**src/rtl/axil_arb_pkg.sv**
```systemverilog
// Shared types for the two-port AXI4-lite arbiter.
// Port 0 is the UART loader, port 1 the host.
package axil_arb_pkg;

  typedef enum logic [2:0] {
    IDLE,
    WR,
    WR_RESP,
    RD_ADDR,
    RD_DATA
  } arb_state_t;

  localparam logic PORT_UART = 1'b0;
  localparam logic PORT_HOST = 1'b1;

endpackage

```
**src/rtl/axil_arb2_rr.sv**
```systemverilog
// Two-requester round-robin pick; last is the index
// of the port that owned the bus most recently.
module rr_arb2
  import axil_arb_pkg::*;
(
  input  logic [1:0] req,
  input  logic       last,
  output logic [1:0] gnt
);

  always_comb begin
    gnt = 2'b00;
    unique case (1'b1)
      (req == 2'b11):
        gnt = (last == PORT_HOST) ? 2'b01 : 2'b10;
      (req == 2'b01): gnt = 2'b01;
      (req == 2'b10): gnt = 2'b10;
      default:        gnt = 2'b00;
    endcase
  end

endmodule

```
**src/rtl/axil_arb2.sv**
```systemverilog
// Two-slave to one-master AXI4-lite arbiter, one
// transaction in flight, round-robin on ties.
module axil_arb2
  import axil_arb_pkg::*;
#(
  parameter int ADDR_WIDTH = 4,
  parameter int DATA_WIDTH = 32,
  parameter int STRB_WIDTH = DATA_WIDTH / 8
) (
  input  logic                  clk,
  input  logic                  rst,

  input  logic [ADDR_WIDTH-1:0] s0_axil_awaddr,
  input  logic [2:0]            s0_axil_awprot,
  input  logic                  s0_axil_awvalid,
  output logic                  s0_axil_awready,
  input  logic [DATA_WIDTH-1:0] s0_axil_wdata,
  input  logic [STRB_WIDTH-1:0] s0_axil_wstrb,
  input  logic                  s0_axil_wvalid,
  output logic                  s0_axil_wready,
  output logic [1:0]            s0_axil_bresp,
  output logic                  s0_axil_bvalid,
  input  logic                  s0_axil_bready,
  input  logic [ADDR_WIDTH-1:0] s0_axil_araddr,
  input  logic [2:0]            s0_axil_arprot,
  input  logic                  s0_axil_arvalid,
  output logic                  s0_axil_arready,
  output logic [DATA_WIDTH-1:0] s0_axil_rdata,
  output logic [1:0]            s0_axil_rresp,
  output logic                  s0_axil_rvalid,
  input  logic                  s0_axil_rready,

  input  logic [ADDR_WIDTH-1:0] s1_axil_awaddr,
  input  logic [2:0]            s1_axil_awprot,
  input  logic                  s1_axil_awvalid,
  output logic                  s1_axil_awready,
  input  logic [DATA_WIDTH-1:0] s1_axil_wdata,
  input  logic [STRB_WIDTH-1:0] s1_axil_wstrb,
  input  logic                  s1_axil_wvalid,
  output logic                  s1_axil_wready,
  output logic [1:0]            s1_axil_bresp,
  output logic                  s1_axil_bvalid,
  input  logic                  s1_axil_bready,
  input  logic [ADDR_WIDTH-1:0] s1_axil_araddr,
  input  logic [2:0]            s1_axil_arprot,
  input  logic                  s1_axil_arvalid,
  output logic                  s1_axil_arready,
  output logic [DATA_WIDTH-1:0] s1_axil_rdata,
  output logic [1:0]            s1_axil_rresp,
  output logic                  s1_axil_rvalid,
  input  logic                  s1_axil_rready,

  output logic [ADDR_WIDTH-1:0] m_axil_awaddr,
  output logic [2:0]            m_axil_awprot,
  output logic                  m_axil_awvalid,
  input  logic                  m_axil_awready,
  output logic [DATA_WIDTH-1:0] m_axil_wdata,
  output logic [STRB_WIDTH-1:0] m_axil_wstrb,
  output logic                  m_axil_wvalid,
  input  logic                  m_axil_wready,
  input  logic [1:0]            m_axil_bresp,
  input  logic                  m_axil_bvalid,
  output logic                  m_axil_bready,
  output logic [ADDR_WIDTH-1:0] m_axil_araddr,
  output logic [2:0]            m_axil_arprot,
  output logic                  m_axil_arvalid,
  input  logic                  m_axil_arready,
  input  logic [DATA_WIDTH-1:0] m_axil_rdata,
  input  logic [1:0]            m_axil_rresp,
  input  logic                  m_axil_rvalid,
  output logic                  m_axil_rready,

  output logic [1:0]            grant
);

  arb_state_t state_q, state_d;
  logic [1:0] grant_q, grant_d;
  logic       last_q, last_d;
  logic       aw_done_q, aw_done_d;
  logic       w_done_q, w_done_d;
  logic [1:0] rr_gnt;
  logic       sel;
  logic       aw_hs, w_hs;

  logic [1:0] awv, wv, arv, bry, rry;
  logic [1:0] awry, wry, arry, bval, rval;
  logic [1:0][1:0]            bresp_v, rresp_v;
  logic [1:0][DATA_WIDTH-1:0] rdata_v;

  logic [ADDR_WIDTH-1:0] awaddr_s, araddr_s;
  logic [2:0]            awprot_s, arprot_s;
  logic [DATA_WIDTH-1:0] wdata_s;
  logic [STRB_WIDTH-1:0] wstrb_s;

  assign awv = {s1_axil_awvalid, s0_axil_awvalid};
  assign wv  = {s1_axil_wvalid,  s0_axil_wvalid};
  assign arv = {s1_axil_arvalid, s0_axil_arvalid};
  assign bry = {s1_axil_bready,  s0_axil_bready};
  assign rry = {s1_axil_rready,  s0_axil_rready};

  assign sel   = grant_q[PORT_HOST];
  assign grant = grant_q;

  assign awaddr_s = sel ? s1_axil_awaddr : s0_axil_awaddr;
  assign awprot_s = sel ? s1_axil_awprot : s0_axil_awprot;
  assign wdata_s  = sel ? s1_axil_wdata  : s0_axil_wdata;
  assign wstrb_s  = sel ? s1_axil_wstrb  : s0_axil_wstrb;
  assign araddr_s = sel ? s1_axil_araddr : s0_axil_araddr;
  assign arprot_s = sel ? s1_axil_arprot : s0_axil_arprot;

  rr_arb2 u_rr (
    .req  (awv | arv),
    .last (last_q),
    .gnt  (rr_gnt)
  );

  always_ff @(posedge clk) begin
    if (rst) begin
      state_q   <= IDLE;
      grant_q   <= 2'b00;
      last_q    <= PORT_HOST;
      aw_done_q <= 1'b0;
      w_done_q  <= 1'b0;
    end else begin
      state_q   <= state_d;
      grant_q   <= grant_d;
      last_q    <= last_d;
      aw_done_q <= aw_done_d;
      w_done_q  <= w_done_d;
    end
  end

  always_comb begin
    state_d   = state_q;
    grant_d   = grant_q;
    last_d    = last_q;
    aw_done_d = aw_done_q;
    w_done_d  = w_done_q;
    aw_hs     = 1'b0;
    w_hs      = 1'b0;

    m_axil_awaddr  = '0;
    m_axil_awprot  = '0;
    m_axil_awvalid = 1'b0;
    m_axil_wdata   = '0;
    m_axil_wstrb   = '0;
    m_axil_wvalid  = 1'b0;
    m_axil_bready  = 1'b0;
    m_axil_araddr  = '0;
    m_axil_arprot  = '0;
    m_axil_arvalid = 1'b0;
    m_axil_rready  = 1'b0;

    awry    = 2'b00;
    wry     = 2'b00;
    arry    = 2'b00;
    bval    = 2'b00;
    rval    = 2'b00;
    bresp_v = '0;
    rresp_v = '0;
    rdata_v = '0;

    unique case (state_q)
      IDLE: begin
        if (rr_gnt != 2'b00) begin
          grant_d = rr_gnt;
          // write wins over read inside the granted port
          state_d = ((awv & rr_gnt) != 2'b00) ? WR : RD_ADDR;
        end
      end
      WR: begin
        m_axil_awaddr  = awaddr_s;
        m_axil_awprot  = awprot_s;
        m_axil_awvalid = awv[sel] && !aw_done_q;
        m_axil_wdata   = wdata_s;
        m_axil_wstrb   = wstrb_s;
        m_axil_wvalid  = wv[sel] && !w_done_q;
        awry[sel] = m_axil_awready && !aw_done_q;
        wry[sel]  = m_axil_wready && !w_done_q;
        aw_hs = awv[sel] && !aw_done_q && m_axil_awready;
        w_hs  = wv[sel] && !w_done_q && m_axil_wready;
        if (aw_hs) aw_done_d = 1'b1;
        if (w_hs)  w_done_d  = 1'b1;
        if ((aw_done_q || aw_hs) && (w_done_q || w_hs)) begin
          state_d   = WR_RESP;
          aw_done_d = 1'b0;
          w_done_d  = 1'b0;
        end
      end
      WR_RESP: begin
        m_axil_bready = bry[sel];
        bval[sel]     = m_axil_bvalid;
        bresp_v[sel]  = m_axil_bresp;
        if (m_axil_bvalid && bry[sel]) begin
          state_d = IDLE;
          grant_d = 2'b00;
          last_d  = sel;
        end
      end
      RD_ADDR: begin
        m_axil_araddr  = araddr_s;
        m_axil_arprot  = arprot_s;
        m_axil_arvalid = arv[sel];
        arry[sel]      = m_axil_arready;
        if (arv[sel] && m_axil_arready) state_d = RD_DATA;
      end
      RD_DATA: begin
        m_axil_rready = rry[sel];
        rval[sel]     = m_axil_rvalid;
        rresp_v[sel]  = m_axil_rresp;
        rdata_v[sel]  = m_axil_rdata;
        if (m_axil_rvalid && rry[sel]) begin
          state_d = IDLE;
          grant_d = 2'b00;
          last_d  = sel;
        end
      end
      default: begin
        state_d = IDLE;
        grant_d = 2'b00;
      end
    endcase
  end

  assign s0_axil_awready = awry[0];
  assign s0_axil_wready  = wry[0];
  assign s0_axil_bvalid  = bval[0];
  assign s0_axil_bresp   = bresp_v[0];
  assign s0_axil_arready = arry[0];
  assign s0_axil_rvalid  = rval[0];
  assign s0_axil_rresp   = rresp_v[0];
  assign s0_axil_rdata   = rdata_v[0];

  assign s1_axil_awready = awry[1];
  assign s1_axil_wready  = wry[1];
  assign s1_axil_bvalid  = bval[1];
  assign s1_axil_bresp   = bresp_v[1];
  assign s1_axil_arready = arry[1];
  assign s1_axil_rvalid  = rval[1];
  assign s1_axil_rresp   = rresp_v[1];
  assign s1_axil_rdata   = rdata_v[1];

endmodule

```
**config.mk**
```make
export PLATFORM = sky130hd
export DESIGN_NAME = axil_arb2
export DESIGN_NICKNAME = d
export VERILOG_FILES = /design/src/rtl/axil_arb_pkg.sv /design/src/rtl/axil_arb2_rr.sv /design/src/rtl/axil_arb2.sv
export SDC_FILE = /design/constraint.sdc
export NUM_CORES = 1
export LEC_CHECK = 0
export ABC_CLOCK_PERIOD_IN_PS = 2900
export CAP_MARGIN = 20
export CORE_AREA = 2 2 113 115
export DETAILED_ROUTE_END_ITERATION = 16
export DIE_AREA = 0 0 115 117
export GPL_ROUTABILITY_DRIVEN = 0
export PLACE_DENSITY = 0.59
export SYNTH_ARGS = -nofsm -noshare
export SYNTH_HDL_FRONTEND = slang
export SYNTH_SLANG_ARGS = --single-unit
```
**constraint.sdc**
```tcl
create_clock -name clk -period 2.9 [get_ports clk]
set_input_delay 0.58 -clock clk [delete_from_list [all_inputs] [get_ports clk]]
set_output_delay 0.58 -clock clk [all_outputs]
set_load 0.005 [all_outputs]
```
==> results.md <==
- Max Slew Vio Count: 0
- Wire per inst: 15.7 um
- Count of state elements after synthesis: 8
- CP max stage cell: or3b_2
- Later-pin clock latency in the skew report: 0.23 ns
- Hold path startpoint: grant[0]$_SDFFE_PP0P_
- Area share of the largest cell type after synthesis: 0.279
- Arrival time worst endpoint: 2.16 ns
- Static Leak: 1.86 nW
- Max_cap viols: 0
- Most common cell in the netlist: and2_1
- Number of antenna violations at the first check in global routing: 0
- Clock Skews: 0.00517 ns
- Flop-to-flop setup slack: 1.17 ns
- Endpoint with the worst hold slack: grant[0]$_SDFFE_PP0P_
- Share of the clock period used by the worst path: 0.944
- Summed instance area of the synthesized netlist: 0.00194 sq mm
- Maximum VDD drop: 176 uV
- Count of mapped cells out of synthesis: 289
- Worst path required time: 2.32 ns
- CTS Buffer Depth: 2
- Unrepaired setup endpoints after global routing: false
- Number of hold-repair buffers added at the cts stage: 0
- Critical Path Start Type: flip-flop
- Delay contributed by the slowest stage of the critical path: 0.55 ns
- Net switching power figure: 0.674 mW
- DRC viols: 0
- Number of warnings reported in the yosys synthesis log: 0
- Placeable core area: 0.0123 sq mm
- Worst slew slack as a fraction of its limit: 0.665
- Initial Utilization: 0.157
- Number of failing setup endpoints in the final timing report: 0
- Post-route setup TNS: 0 ns
- Top cell types by occurrence after synthesis: and2_1 (72), nor2_1 (68), mux2i_1 (54)
- Logic pwr share: 0.774
- Clk network pwr share: 0.129
- Gr usage total: 0.148
- Share of total power consumed by net switching: 0.368
- CTS sink cnt: 8
- Worst Path Buf+Inv: 2
- Power Internal: 1.16 mW
- Yosys cell types: 34
- Number of placement rows: 41
- Wire length of the first global-routing pass: 15.7 mm
- Util after Layout: 0.413
- Final Routed Wirelength: 11.3 mm
- Crit path depth: 4
- P&R area growth vs syn: 162%
- Number of nets in the layout: 722
- Maximum operating frequency: 365 MHz
- Vertical die dimension: 117 um
- DRC violation total after the first TritonRoute iteration: 65
- Most common flop cell mapped by yosys: dfxtp_1
- Post-layout minimum cycle time: 2.74 ns
- Root Buffer Master: clkbuf_16
- Via count of the first global-routing pass: 2895
- Area leader, netlist: mux2i_1
- Category of the worst setup path capture point: output pin
- Actual transition at the worst max-transition pin: 0.501 ns
- H-tree depth reported by CTS: 1
- Ratio of total power to cell area: 360 mW/mm^2
- Die Footprint: 0.0135 sq mm
- Avg Cell Area, Syn: 6.71 sq um
- Class of the worst hold path: reg -> reg
- EDFF count, synth: 0
- Post-route ant nets: 0
- Total overflow reported by the global router: 0
- Number of top-level design ports: 292
- Share of post-route cells with drive strength above 1: 0.0387
- Worst hold stages: 1
- Largest net degree at the start of global routing: 36
- TritonCTS buffer count: 3
- R2r startpoint: grant[1]$_SDFFE_PP0P_
- Count of buffers added by post-CTS timing repair for setup: 0
- Status: finished clean
- Port Buf Inserts: 291
- Ordered cell list for the critical path: or3b_2 > buf_4 > nor2_1 > clkdlybuf4s50_1
- Clock tree from TritonCTS: yes
- Kind of critical path: reg -> out
- Sequential Power Share: 0.097
- Portion of the post-synthesis area used by sequential elements: 0.0826
- Syn nets: 442
- Number of instances resized during post-cts repair: 0
- Clock slew at the register clock pins of the worst setup and hold paths: 0.04 ns
- Fraction of registers with async set or reset after synthesis: 0
- Estimated wirelength of the detail-placed design: 9.73 mm
- Horizontal extent of the die: 115 um
- Vias: 3034
- Final hold vios: 0
- Largest driver fanout on the critical path: 23
- Number of antenna cells inserted: 0
- Crit path max-delay family: buffers and inverters
- Most area-consuming cells after synthesis: mux2i_1 (28%), and2_1 (23%), nor2_1 (13%), dfxtp_1 (8.3%), buf_2 (2.8%)
- Length in cells of the worst reg-to-reg path: 5
- Vias per Instance: 4.23
- Worst R2R End: grant[1]$_SDFFE_PP0P_
- Drt first pass iters: 4
==> power groups by stage <==
| stage | Sequential (mW) | Clock (mW) | Combinational, mW |
|---|---|---|---|
| after detailed placement | 0.180 | 0 | 1.43 |
| after global routing | 0.185 | 0.247 | 1.53 |
| after CTS | 0.179 | 0.240 | 1.44 |
| final | 0.178 | 0.237 | 1.42 |
| after global placement | 0.178 | 0 | 1.42 |
| after floorplan | 0.153 | 0 | 0.622 |
==> stage by stage <==
stage | cell area [sq um] | std cells | power (mW) | worst slack [ns] | hold slack, ns
after floorplan | 1940 | 289 | 0.776 | 0.968 | 0.466
after global placement | 5000 | 714 | 1.60 | 0.351 | 0.466
after detailed placement | 5000 | 714 | 1.61 | 0.328 | 0.476
after CTS | 5080 | 718 | 1.85 | 0.189 | 0.486
after global routing | 5090 | 718 | 1.96 | 0.0928 | 0.503
final | 5090 | 718 | 1.83 | 0.163 | 0.481
==> cell families (layout without fill, tap and decap cells) <==
family / after synthesis / after routing / synth area share
buf+inv: 27 / 306 / 0.0652
simple gates: 181 / 181 / 0.486
compound gates: 18 / 18 / 0.0794
flops: 8 / 8 / 0.0826
mux: 55 / 55 / 0.287
==> flip-flops by register name (all words and copies together), names as in the netlist <==
signal	flops
aw_done_q	1
grant	2
last_q	1
state_q	3
w_done_q	1
==> area by class of cell <==
type / instances / area, sq um
Tap cell: 150 / 188
Fill cell: 1257 / 7220
Multi-Input combinational cell: 254 / 1660
Timing Repair Buffer: 300 / 2990
Sequential cell: 8 / 164
Inverter: 2 / 7.51
Clock buffer: 4 / 78.8
==> layout by cell type, fill, tap and decap left out, drive strengths merged, types with 2 or more instances in the layout <==
| cell type | n |
|---|---|
| nor2b | 5 |
| buf | 9 |
| dfxtp | 8 |
| clkbuf | 4 |
| nand2 | 8 |
| clkdlybuf4s50 | 291 |
| and2 | 72 |
| inv | 2 |
| nand3b | 2 |
| mux2i | 54 |
| a21oi | 8 |
| nand2b | 3 |
| a221oi | 2 |
| nor3 | 10 |
| nor2 | 68 |
| and3 | 7 |
==> worst max-delay path by stage <==
stage / end / startpoint
3_5_place_dp: m_axil_awvalid / s0_axil_awvalid
4_1_cts: m_axil_wdata[4] / state_q[1]$_SDFFE_PP0P_
3_3_place_gp: m_axil_awvalid / s0_axil_awvalid
6_report: m_axil_wdata[4] / state_q[1]$_SDFFE_PP0P_
5_1_grt: s0_axil_rdata[22] / state_q[0]$_SDFFE_PP0P_
2_1_floorplan: m_axil_wdata[10] / state_q[0]$_SDFFE_PP0P_
==> worst register-to-register path, stage by stage (launching register included) <==
cell	delay (ns)
dfxtp_4	0.52
mux2_4	0.36
o2bb2ai_2	0.13
o32a_4	0.34
a21oi_2	0.19
a32o_2	0.14
==> routing by layer <==
metal / up-vias / track usage / part of all wire
met4: 0 / 0.0249 / 0.0099
met5: - / 0 / 0
li1: 1521 / - / -
met1: 1361 / 0.170 / 0.37
met3: 8 / 0.0458 / 0.091
met2: 144 / 0.274 / 0.53
No activity file was read; power rests on OpenSTA's default activity.
